$ cat config.mk
export PLATFORM = sky130hd
export DESIGN_NAME = float_accumulator_flat
export DESIGN_NICKNAME = d
export VERILOG_FILES = /design/src/rtl/float_pkg.sv /design/src/rtl/float_accumulator_if.sv /design/src/rtl/float_denorm.sv /design/src/rtl/float_accumulator.sv /design/src/flat_wrapper.sv
export SDC_FILE = /design/constraint.sdc
export NUM_CORES = 1
export LEC_CHECK = 0
export CAP_MARGIN = 20
export CORE_MARGIN = 1.5
export CORE_UTILIZATION = 52
export CTS_BUF_LIST = sky130_fd_sc_hd__clkbuf_8
export DETAILED_ROUTE_END_ITERATION = 8
export PLACE_DENSITY = 0.86
export SYNTH_ARGS = -nofsm -noshare
export SYNTH_HDL_FRONTEND = slang
export SYNTH_HIERARCHICAL = 1
export SYNTH_SLANG_ARGS = --single-unit
$ cat constraint.sdc
create_clock -name sysClk -period 1.8 [get_ports sysClk]
set_input_delay 0.27 -clock sysClk [delete_from_list [all_inputs] [get_ports sysClk]]
set_output_delay 0.27 -clock sysClk [all_outputs]
set_load 0.02 [all_outputs]
$ cat src/rtl/float_pkg.sv
// Shared definitions for the float accumulator slice: mantissa/exponent
// widths, the sample counter width and the controller state encoding.
package float_pkg;

    localparam int MANT_W  = 4;
    localparam int EXP_W   = 2;
    localparam int SHCNT_W = 2;
    localparam int CNT_W   = 4;

    typedef enum logic [1:0] {
        IDLE  = 2'd0,
        SHIFT = 2'd1,
        DONE  = 2'd2
    } state_t;

    // A sample F with exponent P represents F >> (3 - P).
    function automatic logic [SHCNT_W-1:0] shift_amount(input logic [EXP_W-1:0] p);
        return SHCNT_W'(2'd3 - p);
    endfunction

endpackage

$ cat src/rtl/float_accumulator_if.sv
// Sample/result bundle of the float accumulator. The master side supplies
// samples and the abort, the slave side (the accumulator) returns the sums.
interface float_accumulator_if
    import float_pkg::*;
#(
    parameter int SUM_W = 6
) ();

    logic              clr;
    logic [MANT_W-1:0] F;
    logic [EXP_W-1:0]  P;
    logic              in_valid;
    logic              in_ready;
    logic [SUM_W-1:0]  sum;
    logic              out_valid;
    logic              ovf;

    modport master (
        output clr, F, P, in_valid,
        input  in_ready, sum, out_valid, ovf
    );

    modport slave (
        input  clr, F, P, in_valid,
        output in_ready, sum, out_valid, ovf
    );

endinterface

$ cat src/rtl/float_denorm.sv
// Serial right-shifter that turns a (mantissa, exponent) pair into its
// fixed-point value, one bit position per clock while run is high.
module float_denorm
    import float_pkg::*;
(
    input  logic               sysClk,
    input  logic               sysRst,
    input  logic               clr,
    input  logic               load,
    input  logic               run,
    input  logic [MANT_W-1:0]  load_mant,
    input  logic [SHCNT_W-1:0] load_shift,
    output logic [MANT_W-1:0]  mant,
    output logic               busy,
    output logic               done
);

    logic [MANT_W-1:0]  shift_buf;
    logic [SHCNT_W-1:0] shcnt;

    // Load a new mantissa, or shift it right (zero fill) until the count runs out.
    always_ff @(posedge sysClk or negedge sysRst) begin
        if (!sysRst) begin
            shift_buf <= '0;
            shcnt     <= '0;
        end else if (clr) begin
            shift_buf <= '0;
            shcnt     <= '0;
        end else if (load) begin
            shift_buf <= load_mant;
            shcnt     <= load_shift;
        end else if (run && (shcnt != '0)) begin
            shift_buf <= shift_buf >> 1;
            shcnt     <= shcnt - SHCNT_W'(1);
        end
    end

    assign mant = shift_buf;
    assign busy = (shcnt != '0);
    assign done = run && (shcnt == '0);

endmodule

$ cat src/rtl/float_accumulator.sv
// Block accumulator for denormalised float samples: each accepted sample is
// shifted into fixed point, added into acc, and every ACC_LEN samples the
// total is published on sum with a one-cycle out_valid pulse.
// Build option FLOAT_ACC_SAT_EN: saturate acc at all-ones on overflow
// instead of wrapping; ovf behaves the same either way.
module float_accumulator
    import float_pkg::*;
#(
    parameter int SUM_W   = 6,
    parameter int ACC_LEN = 8
) (
    input  logic sysClk,
    input  logic sysRst,
    float_accumulator_if.slave bus
);

    state_t             state;
    state_t             state_next;
    logic [SUM_W-1:0]   acc;
    logic [SUM_W-1:0]   sum_q;
    logic [CNT_W-1:0]   cnt;
    logic               ovf_q;
    logic               out_valid_q;

    logic               in_ready;
    logic               accept;
    logic               add_en;
    logic               finish;
    logic               last_sample;

    logic [MANT_W-1:0]  mant;
    logic               busy;
    logic               done;
    logic               shifting;

    logic [SUM_W:0]     sum_wide;
    logic               carry;
    logic [SUM_W-1:0]   acc_added;

    assign accept      = bus.in_valid && in_ready;
    assign shifting    = (state == SHIFT);
    assign last_sample = (cnt == CNT_W'(ACC_LEN - 1));

    float_denorm u_denorm (
        .sysClk     (sysClk),
        .sysRst     (sysRst),
        .clr        (bus.clr),
        .load       (accept),
        .run        (shifting),
        .load_mant  (bus.F),
        .load_shift (shift_amount(bus.P)),
        .mant       (mant),
        .busy       (busy),
        .done       (done)
    );

    // One extra carry bit tells us when the add runs past SUM_W bits.
    assign sum_wide = {1'b0, acc} + (SUM_W + 1)'(mant);
    assign carry    = sum_wide[SUM_W];

`ifdef FLOAT_ACC_SAT_EN
    assign acc_added = carry ? {SUM_W{1'b1}} : sum_wide[SUM_W-1:0];
`else
    assign acc_added = sum_wide[SUM_W-1:0];
`endif

    // Controller state register.
    always_ff @(posedge sysClk or negedge sysRst) begin
        if (!sysRst) begin
            state <= IDLE;
        end else begin
            state <= state_next;
        end
    end

    // Next state: one sample in flight at a time; an abort always wins.
    always_comb begin
        state_next = state;
        case (state)
            IDLE:    if (accept) state_next = SHIFT;
            SHIFT:   if (!busy)  state_next = last_sample ? DONE : IDLE;
            DONE:    state_next = IDLE;
            default: state_next = IDLE;
        endcase
        if (bus.clr) begin
            state_next = IDLE;
        end
    end

    // Controller outputs; the abort masks every action of the current cycle.
    always_comb begin
        in_ready = (state == IDLE) && !bus.clr;
        add_en   = done && !bus.clr;
        finish   = (state == DONE) && !bus.clr;
    end

    // Accumulator, sample count, overflow flag and published result. The
    // overflow flag stays up through the out_valid cycle so it is seen
    // alongside the sum it belongs to, then drops for the next block.
    always_ff @(posedge sysClk or negedge sysRst) begin
        if (!sysRst) begin
            acc         <= '0;
            cnt         <= '0;
            ovf_q       <= 1'b0;
            sum_q       <= '0;
            out_valid_q <= 1'b0;
        end else if (bus.clr) begin
            acc         <= '0;
            cnt         <= '0;
            ovf_q       <= 1'b0;
            out_valid_q <= 1'b0;
        end else begin
            out_valid_q <= finish;
            if (finish) begin
                sum_q <= acc;
                acc   <= '0;
                cnt   <= '0;
            end else if (add_en) begin
                acc <= acc_added;
                cnt <= cnt + CNT_W'(1);
            end
            if (add_en && carry) begin
                ovf_q <= 1'b1;
            end else if (out_valid_q) begin
                ovf_q <= 1'b0;
            end
        end
    end

    assign bus.in_ready  = in_ready;
    assign bus.sum       = sum_q;
    assign bus.out_valid = out_valid_q;
    assign bus.ovf       = ovf_q;

endmodule

$ cat src/flat_wrapper.sv
// flat-port wrapper written by rule: the top's interface ports become plain ports
module float_accumulator_flat import float_pkg::*;
#(
    parameter int SUM_W   = 6,
    parameter int ACC_LEN = 8
)
  (sysClk, sysRst, bus_clr, bus_F, bus_P, bus_in_valid, bus_in_ready, bus_sum, bus_out_valid, bus_ovf);
  float_accumulator_if #(.SUM_W(SUM_W)) bus_i ();
  input  logic sysClk;
  input  logic sysRst;
  input wire logic [$bits(bus_i.clr)-1:0] bus_clr;
  input wire logic [$bits(bus_i.F)-1:0] bus_F;
  input wire logic [$bits(bus_i.P)-1:0] bus_P;
  input wire logic [$bits(bus_i.in_valid)-1:0] bus_in_valid;
  output wire logic [$bits(bus_i.in_ready)-1:0] bus_in_ready;
  output wire logic [$bits(bus_i.sum)-1:0] bus_sum;
  output wire logic [$bits(bus_i.out_valid)-1:0] bus_out_valid;
  output wire logic [$bits(bus_i.ovf)-1:0] bus_ovf;
  assign bus_i.clr = bus_clr;
  assign bus_i.F = bus_F;
  assign bus_i.P = bus_P;
  assign bus_i.in_valid = bus_in_valid;
  assign bus_in_ready = bus_i.in_ready;
  assign bus_sum = bus_i.sum;
  assign bus_out_valid = bus_i.out_valid;
  assign bus_ovf = bus_i.ovf;
  float_accumulator #(.SUM_W(SUM_W), .ACC_LEN(ACC_LEN)) u_core (.sysClk(sysClk), .sysRst(sysRst), .bus(bus_i));
endmodule
# After elaboration in Yosys (flattened, before gate mapping)

Index checks and enable logic that the tools add are counted.

Input bits: 10
Flip-flop bits (word level): 26

Reduce and logical (&&, ||, !) cells: 16
Bitwise operators: 1
Multiplexer cells: 21
Eq/ne operators: 5
Add/sub/neg operators: 4

Operator list:

| operator            | count |
|---|---|
| $mux 4              | 6 |
| $mux 6              | 3 |
| $mux 2              | 7 |
| $reduce_bool 3->1   | 3 |
| $add 6x4->7         | 1 |
| $logic_and 1x1->1   | 7 |
| $add 4x1->4 const B | 1 |
| $eq 4x3->1 const B  | 1 |
| $logic_not 2->1     | 2 |
| $mux 1              | 4 |
| $pmux 2 s2          | 1 |
| $reduce_and 2->1    | 2 |
| $ne 3x2->1 const B  | 1 |
| $ne 3x3->1 const B  | 1 |
| $eq 2x1->1 const B  | 1 |
| $eq 2x2->1 const B  | 1 |
| $reduce_bool 2->1   | 1 |
| $sub 2x1->2 const B | 1 |
| $sub 2x2->2 const A | 1 |
| $logic_not 1->1     | 1 |
| $not 1->1           | 1 |

# Depth between registers and ports, before layout

Gate-level depths: netlist of the first run.

Word-level depth: 6
Depth in mapped cells: 7
Gate-level depth less buffers: 7

# Cells and area by module

Netlist of the first run, hierarchy kept.

By module, submodules not included:

| module            | times used | cells each | area an instance (sq um) | sequential area each (sq um) |
|---|---|---|---|---|
| float_accumulator | 1          | 91         | 1022.2                   | 500.5 |
| float_denorm      | 1          | 35         | 370.4                    | 150.1 |

# Worst setup path after synthesis of the first run

Ideal clock, no wire load.

Kind: register to register
From: register u_core.state[1]
To: register u_core.u_denorm.shift_buf[0], in the netlist u_core/u_denorm/mant[0]
Data required time: 1.675 ns
Library setup time: 0.125 ns
Stages on the path, launching flop included: 7
Period minus slack after synthesis: 1.636 ns
Buffers on the path: 2
Setup slack: 0.164 ns
Arrival time: 1.511 ns
Path through: dfrtp_1 -> or2_2 -> nor2_1 -> buf_6 -> or3_1 -> buf_6 -> mux2_4

Word-level cells in the longest chain between the ends: 5
Elaborated cells on any way between the ends: 8
Those cells by class: eq/ne (1); mux (2); reduce/logical (5)

Ends and longest elaborated chain:

| what                     | line                    | text |
|---|---|---|
| start: declaration       | float_accumulator.sv:17 | `state_t state;` |
| start signal: assignment | float_accumulator.sv:72 | `state <= state_next;` |
| $logic_not 2->1 (*)      | float_accumulator.sv:92 | `in_ready = (state == IDLE) && !bus.clr;` |
| $logic_and 1x1->1 (*)    | float_accumulator.sv:92 |  |
| $logic_and 1x1->1 (*)    | float_accumulator.sv:40 | `assign accept = bus.in_valid && in_ready;` |
| via u_core.accept        | float_accumulator.sv:26 | `logic accept;` |
| $mux 4                   | float_denorm.sv:29      | `end else if (load) begin` |
| $mux 4                   | float_denorm.sv:26      | `end else if (clr) begin` |
| end signal: assignment   | float_denorm.sv:30      | `shift_buf <= load_mant;` |
| end signal: assignment   | float_denorm.sv:33      | `shift_buf <= shift_buf >> 1;` |
| end: declaration         | float_denorm.sv:18      | `logic [MANT_W-1:0] shift_buf;` |

The timed path passes the listed nets; every way through them passes the cells marked *.
A chain may end at the register's enable or synchronous reset.

# Worst setup path after layout of the first run

From: input port bus_clr
To: register u_core.u_denorm.shift_buf[0], in the netlist u_core/u_denorm/mant[0]

Word-level cells in the longest chain between the ends: 5
Elaborated cells on any way between the ends: 6
Those cells by class: mux (2); reduce/logical (4)

Ends and longest elaborated chain:

| what                  | line                    | text |
|---|---|---|
| start: declaration    | flat_wrapper.sv:11      | `input wire logic [$bits(bus_i.clr)-1:0] bus_clr;` |
| $logic_not 1->1 (*)   | float_accumulator.sv:92 |  |
| $logic_and 1x1->1 (*) | float_accumulator.sv:92 |  |
| $logic_and 1x1->1 (*) | float_accumulator.sv:40 |  |
| via u_core.accept     | float_accumulator.sv:26 |  |
| $mux 4                | float_denorm.sv:29      |  |
| $mux 4                | float_denorm.sv:26      |  |

Marked as above.

==> results of run 1 <==
-- worst paths after layout --
kind | slack (ps) | cells past startpoint | startpoint | to
setup / recovery | 50 | 7 | bus_clr | u_core/u_denorm/mant[0]$_DFFE_PN0P_
max in group asynchronous | 1180 | 2 | sysRst | u_core/bus.sum[0]$_DFFE_PN0P_
setup reg to reg | 70 | 7 | u_core/u_denorm/mant[0]$_DFFE_PN0P_ | u_core/acc[4]$_DFFE_PN0P_
min in group sysClk | 470 | 1 | u_core/cnt[3]$_DFFE_PN0P_ | u_core/state[1]$_DFFE_PN0P_
hold / removal | 360 | 2 | sysRst | u_core/state[1]$_DFFE_PN0P_
hold reg to reg | 470 | 1 | u_core/cnt[3]$_DFFE_PN0P_ | u_core/state[1]$_DFFE_PN0P_
-- where the power goes --
| part | total (mW) | switching (mW) | internal, mW |
|---|---|---|---|
| clock network | 0.367 | 0.172 | 0.195 |
| logic | 0.223 | 0.112 | 0.111 |
| registers | 0.633 | 0.0238 | 0.610 |
| total | 1.22 | 0.307 | 0.916 |
-- synth_stat cells (all sizes together) --
| cell type | n |
|---|---|
| and2 | 1 |
| nor2 | 17 |
| dfrtp | 26 |
| a211oi | 1 |
| nand4 | 2 |
| xnor2 | 5 |
| mux2i | 6 |
| nor4 | 1 |
| inv | 11 |
| xor2 | 2 |
| a21oi | 9 |
| and3 | 1 |
| nand2b | 5 |
| or2 | 2 |
| nand2 | 5 |
| nand3 | 2 |
| o21ai | 2 |
| o21a | 1 |
| mux2 | 10 |
| or3 | 1 |
| ha | 6 |
| a32oi | 1 |
| o22ai | 2 |
| buf | 4 |
| fa | 1 |
| nor2b | 2 |
-- cells in the final DEF, fill, tap and decap left out --
| cell type | netlist | final |
|---|---|---|
| nand3_1 | 2 | 2 |
| mux2_2 | 6 | 6 |
| mux2_4 | 4 | 4 |
| ha_1 | 6 | 5 |
| a21oi_2 | 0 | 1 |
| mux2i_1 | 6 | 6 |
| dfrtp_1 | 26 | 26 |
| or3_1 | 1 | 1 |
| nand2b_4 | 1 | 1 |
| a21oi_1 | 9 | 8 |
| xor2_1 | 2 | 2 |
| xnor2_1 | 5 | 5 |
| buf_4 | 1 | 8 |
| or2_2 | 2 | 2 |
| nand2b_1 | 3 | 3 |
| o21ai_0 | 2 | 2 |
| and2_1 | 1 | 1 |
| a32oi_1 | 1 | 1 |
| nand2_1 | 5 | 5 |
| fa_1 | 1 | 1 |
| clkdlybuf4s50_1 | 0 | 17 |
| nand4_1 | 2 | 2 |
| o21a_1 | 1 | 1 |
| nand2b_2 | 1 | 1 |
| nor2_8 | 1 | 1 |
| dlygate4sd2_1 | 0 | 1 |
| and3_1 | 1 | 1 |
| ha_2 | 0 | 1 |
| nor4_2 | 1 | 1 |
| nor2_1 | 16 | 16 |
| clkbuf_8 | 0 | 4 |
| o22ai_1 | 2 | 2 |
| nor2b_1 | 2 | 2 |
| inv_1 | 11 | 11 |
| a211oi_2 | 1 | 1 |
-- sequential cells by signal (all words and copies together) (netlist names) --
name                   cells
u_core/u_denorm/mant       4
u_core/bus.out_valid       1
u_core/acc                 6
u_core/bus.sum             6
u_core/state               2
u_core/u_denorm/shcnt      2
u_core/bus.ovf             1
u_core/cnt                 4
-- worst max-delay path, delay by kind of cell --
kind	cells	cell delay [ps]
simple gates	3	560
mux	2	460
buf+inv	2	610
-- layer usage --
| layer | GRT usage, % | wire length, um | up-vias |
|---|---|---|---|
| met2 | 35.3 | 1400 | 14 |
| met1 | 24.8 | 1250 | 492 |
| met4 | 7.50 | 38 | 0 |
| met3 | 4.37 | 75 | 4 |
| li1 | - | - | 471 |
| met5 | 0 | 0 | - |
-- logic make-up after synthesis --
| logic type | synth area share, % |
|---|---|
| AOI/OAI and AO/OA | 6.92 |
| xor gates and xnor gates | 4.40 |
| and+or+nand+nor | 15.7 |
| adders and majority gates | 6.83 |
| DFF | 46.7 |
| muxes | 13.5 |
| buffers and inverters | 5.93 |
-- what timing repair did --
item                                   4_1_cts  5_1_grt
endpoints found under the hold margin        0        0
setup endpoints to repair                    1        2
setup buffers                                0        1
cloned                                       0        0
gates resized for setup                      1        2
pin swaps                                    0        0
-- cell type report --
type / instances / area share (%)
inverter: 11 / 2.44
multi-input combinational: 85 / 39.4
clock buffer: 4 / 3.26
tap: 30 / 2.22
sequential: 26 / 38.5
timing repair buffer: 26 / 14.1
-- per-stage QoR --
stage               TNS (ps)  power [mW]  cell area (um^2)  setup slack (ps)
CTS                        0        1.24              1680              12.6
floorplan                  0       0.795              1390               164
global placement        -676       0.853              1620              -151
global route               0        1.29              1690              5.62
finish                     0        1.22              1690              50.5
detailed placement      -960       0.865              1620              -225
==> flow_summary.json, run 1 <==
{
  "status": "complete, no violations",
  "wirelength_um": 2760,
  "wire_per_inst_um": 15.2,
  "worst_slew_pin_slew_ps": 334,
  "yosysTopAreaCellShare_pct": 46.7,
  "yosysTopAreaCell": "dfrtp_1",
  "antenna_cells": 0,
  "cts_buffers": 3,
  "coreArea_um2": 2500,
  "p_leak_nw": 0.788,
  "layout_min_cycle_time_ps": 1750,
  "drt_first_pass_iters": 4,
  "seq_area_um2": 651,
  "ys_seq_elements": 26,
  "synth_area_um2": 1390,
  "io_pins": 19,
  "h-tree-depth": 1,
  "post-place-cells": 177,
  "cts_tree": "built",
  "start_util_pct": 55.7,
  "overflow": 0,
  "crit_slowest_cell": "clkdlybuf4s50_1",
  "cts_root_buf": "clkbuf_8",
  "power_per_cell_area_nw_per_um2": 724,
  "crit_top_cell": "nor2_1",
  "finish.utilization_pct": 67.6,
  "antenna_found_initial": 0,
  "die_width_um": 54.8,
  "clk_latency_ps": 260,
  "finalNetCount": 170,
  "synth_cell_types": 31,
  "drc": 0,
  "post-route-period-util_pct": 97.2,
  "syn_avg_cell_area_um2": 11.1,
  "synth.area.top_cells": "dfrtp_1 (47%), ha_1 (5.4%), mux2_2 (4.9%)",
  "max_freq_ghz": 0.572,
  "hp-class": "in -> async",
  "clk_pin_slew_ps": 90,
  "ys_seq_area_share_pct": 46.7,
  "die_height_um": 54.8,
  "die_area_um2": 3000,
  "io_buffers": 18,
  "worstPathArrival_ps": 1910,
  "slowest_delay_ps": 420,
  "ir_drop_mv": 0.447,
  "drt_iter0_drc": 13,
  "viasPerCell": 5.39,
  "cts_sinks": 26,
  "max_slew_margin_pct": 77.7,
  "gp_congestion": 0.774,
  "cts_hold_buf": 0,
  "clock_skew_ps": 7.34,
  "hold_viol_final": 0,
  "detail-route-antenna-nets": 0,
  "hold_slack_ps": 365,
  "cp-start-kind": "primary input",
  "hpwl_um": 1960,
  "grt_max_degree": 27,
  "area.growth.synth_to_final_pct": 21.3,
  "vias": 981,
  "end_kind": "flip-flop",
  "grt_usage_pct": 20.5,
  "crit_type": "in -> reg",
  "num_rows": 18,
  "synthesis.instances": 126,
  "grt_pass1_vias": 1028,
  "final_cells": 182,
  "multi_input_area_um2": 666,
  "grt_pass1_wl_um": 4390,
  "report.final.setup_viol": 0,
  "clk_path_buf_depth": 2,
  "cap_violations": 0,
  "drive_gt1_share_pct": 20.4,
  "grt_setup_unrepaired": "no",
  "drv_slew": 0,
  "path_max_fanout": 6,
  "syn-num-nets": 143,
  "required_ps": 1960,
  "crit_path_cell_trace": "clkdlybuf4s50_1 > or2_2 > nor2_1 > buf_4 > mux2i_1 > nor2_1 > mux2_4",
  "fillCellCount": 191,
  "yosys_warnings": 6
}
Note: power is estimated with default switching activity, not from simulation.
==> run 2, diff against run 1 <==
--- a/config.mk
+++ b/config.mk
@@ -7,10 +7,10 @@
 export LEC_CHECK = 0
 export CAP_MARGIN = 20
 export CORE_MARGIN = 1.5
-export CORE_UTILIZATION = 52
+export CORE_UTILIZATION = 51
 export CTS_BUF_LIST = sky130_fd_sc_hd__clkbuf_8
 export DETAILED_ROUTE_END_ITERATION = 8
-export PLACE_DENSITY = 0.86
+export PLACE_DENSITY = 0.75
 export SYNTH_ARGS = -nofsm -noshare
 export SYNTH_HDL_FRONTEND = slang
 export SYNTH_HIERARCHICAL = 1
==> constraint.sdc (replaced) <==
create_clock -name sysClk -period 1.5 [get_ports sysClk]
set_input_delay 0.225 -clock sysClk [delete_from_list [all_inputs] [get_ports sysClk]]
set_output_delay 0.225 -clock sysClk [all_outputs]
set_load 0.02 [all_outputs]
==> run 2 against run 1 <==
- the run now ends with setup timing left
- cell area up 14%
- power grew 42%
- via count increased by 3.8%
- critical path depth did not move
- sequential cell count unchanged
- largest power group unchanged
- register-to-register slack worse by 130 ps
- worst hold slack lost 66 ps
- clock power rose by 61%
==> flow_summary.json, run 2 (synthesis gave the netlist of run 1 again) <==
{
  "hpwl_um": 1980,
  "cp-start-kind": "flip-flop",
  "drt_iter0_drc": 25,
  "clk_latency_ps": 280,
  "grt_setup_unrepaired": "yes",
  "violations": "setup timing",
  "layout_common_cells": "dfrtp_1 (26), buf_4 (18), nor2_1 (15)",
  "required_ps": 1670,
  "status": "finished with violations",
  "finish.utilization_pct": 76.2,
  "die_width_um": 55.3,
  "start_util_pct": 55.2,
  "cts_root_buf": "clkbuf_8",
  "worst-r2r-setup-slack_ps": -60,
  "clock_skew_ps": 3.42,
  "hp-class": "in -> async",
  "io_buffers": 18,
  "finalNetCount": 181,
  "r2r_start": "u_core/u_denorm/mant[0]$_DFFE_PN0P_",
  "wirelength_um": 3010,
  "die_area_um2": 3050,
  "cts_buffers": 3,
  "area.growth.synth_to_final_pct": 38.0,
  "antenna_cells": 0,
  "crit_path_start": "u_core/u_denorm/mant[0]$_DFFE_PN0P_",
  "grt_pass1_wl_um": 5100,
  "gp_congestion": 0.747,
  "overflow": 0,
  "crit_type": "reg -> reg",
  "fillCellCount": 170,
  "r2r_cells": 7,
  "num_rows": 18,
  "coreArea_um2": 2520,
  "viasPerCell": 5.27,
  "max_freq_ghz": 0.639,
  "crit_end": "u_core/acc[4]$_DFFE_PN0P_",
  "layout_min_cycle_time_ps": 1560,
  "grt_pass1_vias": 1093,
  "p_leak_nw": 1.03,
  "drt_first_pass_iters": 4,
  "cts_sinks": 26,
  "seq_area_um2": 651,
  "cap_violations": 0,
  "io_pins": 19,
  "post-route-period-util_pct": 104,
  "power_per_cell_area_nw_per_um2": 906,
  "drive_gt1_share_pct": 37.4,
  "grt_usage_pct": 21.3,
  "detail-route-antenna-nets": 0,
  "ir_drop_mv": 1.10,
  "hold_viol_final": 0,
  "r2r-end": "u_core/acc[4]$_DFFE_PN0P_",
  "end_kind": "flip-flop",
  "wire_per_inst_um": 15.6,
  "final_common_cell": "dfrtp_1",
  "antenna_found_initial": 0,
  "clk_path_buf_depth": 2,
  "tns_ps": -292,
  "fin_ws_ps": -64.9,
  "cts_tree": "built",
  "hold_slack_ps": 298,
  "worst_slew_pin_slew_ps": 331,
  "path_max_fanout": 2,
  "multi_input_area_um2": 777,
  "drv_slew": 0,
  "h-tree-depth": 1,
  "worstPathArrival_ps": 1740,
  "clk_pin_slew_ps": 90,
  "grt_max_degree": 27,
  "post-place-cells": 184,
  "final_cells": 193,
  "report.final.setup_viol": 7,
  "max_slew_margin_pct": 78.0,
  "drc": 0,
  "die_height_um": 55.3,
  "vias": 1018
}
run 2: cell count changes in the layout (fill, tap and decap cells not counted), moves of 3 or more:
cell / previous run / this run
buf_4: 8 / 18
clkdlybuf4s50_1: 17 / 8
dlymetal6s2s_1: 0 / 9
ha_1: 5 / 1
ha_4: 0 / 3
inv_1: 11 / 8
inv_2: 0 / 3
run 2: worst min-delay path by stage:
stage | start | end | slack (ps) | depth (start not counted)
6_report | sysRst | u_core/u_denorm/shcnt[0]$_DFFE_PN0P_ | 300 | 2
5_1_grt | sysRst | u_core/cnt[2]$_DFFE_PN0P_ | 340 | 2
4_1_cts | sysRst | u_core/state[0]$_DFFE_PN0P_ | 320 | 2
3_5_place_dp | u_core/cnt[3]$_DFFE_PN0P_ | u_core/state[1]$_DFFE_PN0P_ | 470 | 1
3_3_place_gp | u_core/cnt[3]$_DFFE_PN0P_ | u_core/state[1]$_DFFE_PN0P_ | 450 | 1
2_1_floorplan | sysRst | u_core/acc[0]$_DFFE_PN0P_ | -70 | 0
run 2: routing by layer:
layer | part of all wire [%] | GRT usage (%)
met5 | 0 | 0
met3 | 5.6 | 6.09
met1 | 44 | 28.0
met4 | 1.9 | 6.62
met2 | 48 | 34.2
run 2: critical path, stage by stage (launching register included):
cell and delay (ps):
dfrtp_1 390, ha_2 210, inv_2 40, fa_2 330
nand2b_4 150, a21oi_4 130, xnor2_1 130, nor2_1 60
run 2: area by class of cell:
class / count / share of cell area (%)
Clock buffer: 3 / 2.15
Clock inverter: 1 / 1.56
Inverter: 11 / 2.15
Multi-Input combinational cell: 85 / 40.4
Sequential cell: 26 / 33.9
Tap cell: 30 / 1.95
Timing Repair Buffer: 37 / 17.9
run 2: what timing repair did:
action,4_1_cts,5_1_grt
hold buffers,0,0
gates resized for setup,15,24
pin swaps,5,6
setup endpoints to repair,10,18
buffers inserted,3,2
run 2: power by group:
| group | switching, mW | leakage [nW] | total, mW | internal (mW) |
|---|---|---|---|---|
| sequential | 0.0300 | 0.358 | 0.762 | 0.732 |
| combinational | 0.174 | 0.631 | 0.388 | 0.213 |
| clock | 0.233 | 0.0357 | 0.591 | 0.358 |
run 2: per-stage QoR:
step	power (mW)	setup WS [ps]	cell area [um^2]
6_report	1.74	-64.9	1920
5_1_grt	1.82	-140	1920
4_1_cts	1.67	-54.1	1820
3_5_place_dp	1.06	-360	1700
3_3_place_gp	1.05	-341	1700
2_1_floorplan	0.960	-93.7	1410
==> run 3, diff against run 2 <==
--- a/config.mk
+++ b/config.mk
@@ -11,6 +11,7 @@
 export CTS_BUF_LIST = sky130_fd_sc_hd__clkbuf_8
 export DETAILED_ROUTE_END_ITERATION = 8
 export PLACE_DENSITY = 0.75
+export SLEW_MARGIN = 5
 export SYNTH_ARGS = -nofsm -noshare
 export SYNTH_HDL_FRONTEND = slang
 export SYNTH_HIERARCHICAL = 1
==> results of run 3 <==
Final layout, timing and power as in run 2 (identical DEF).
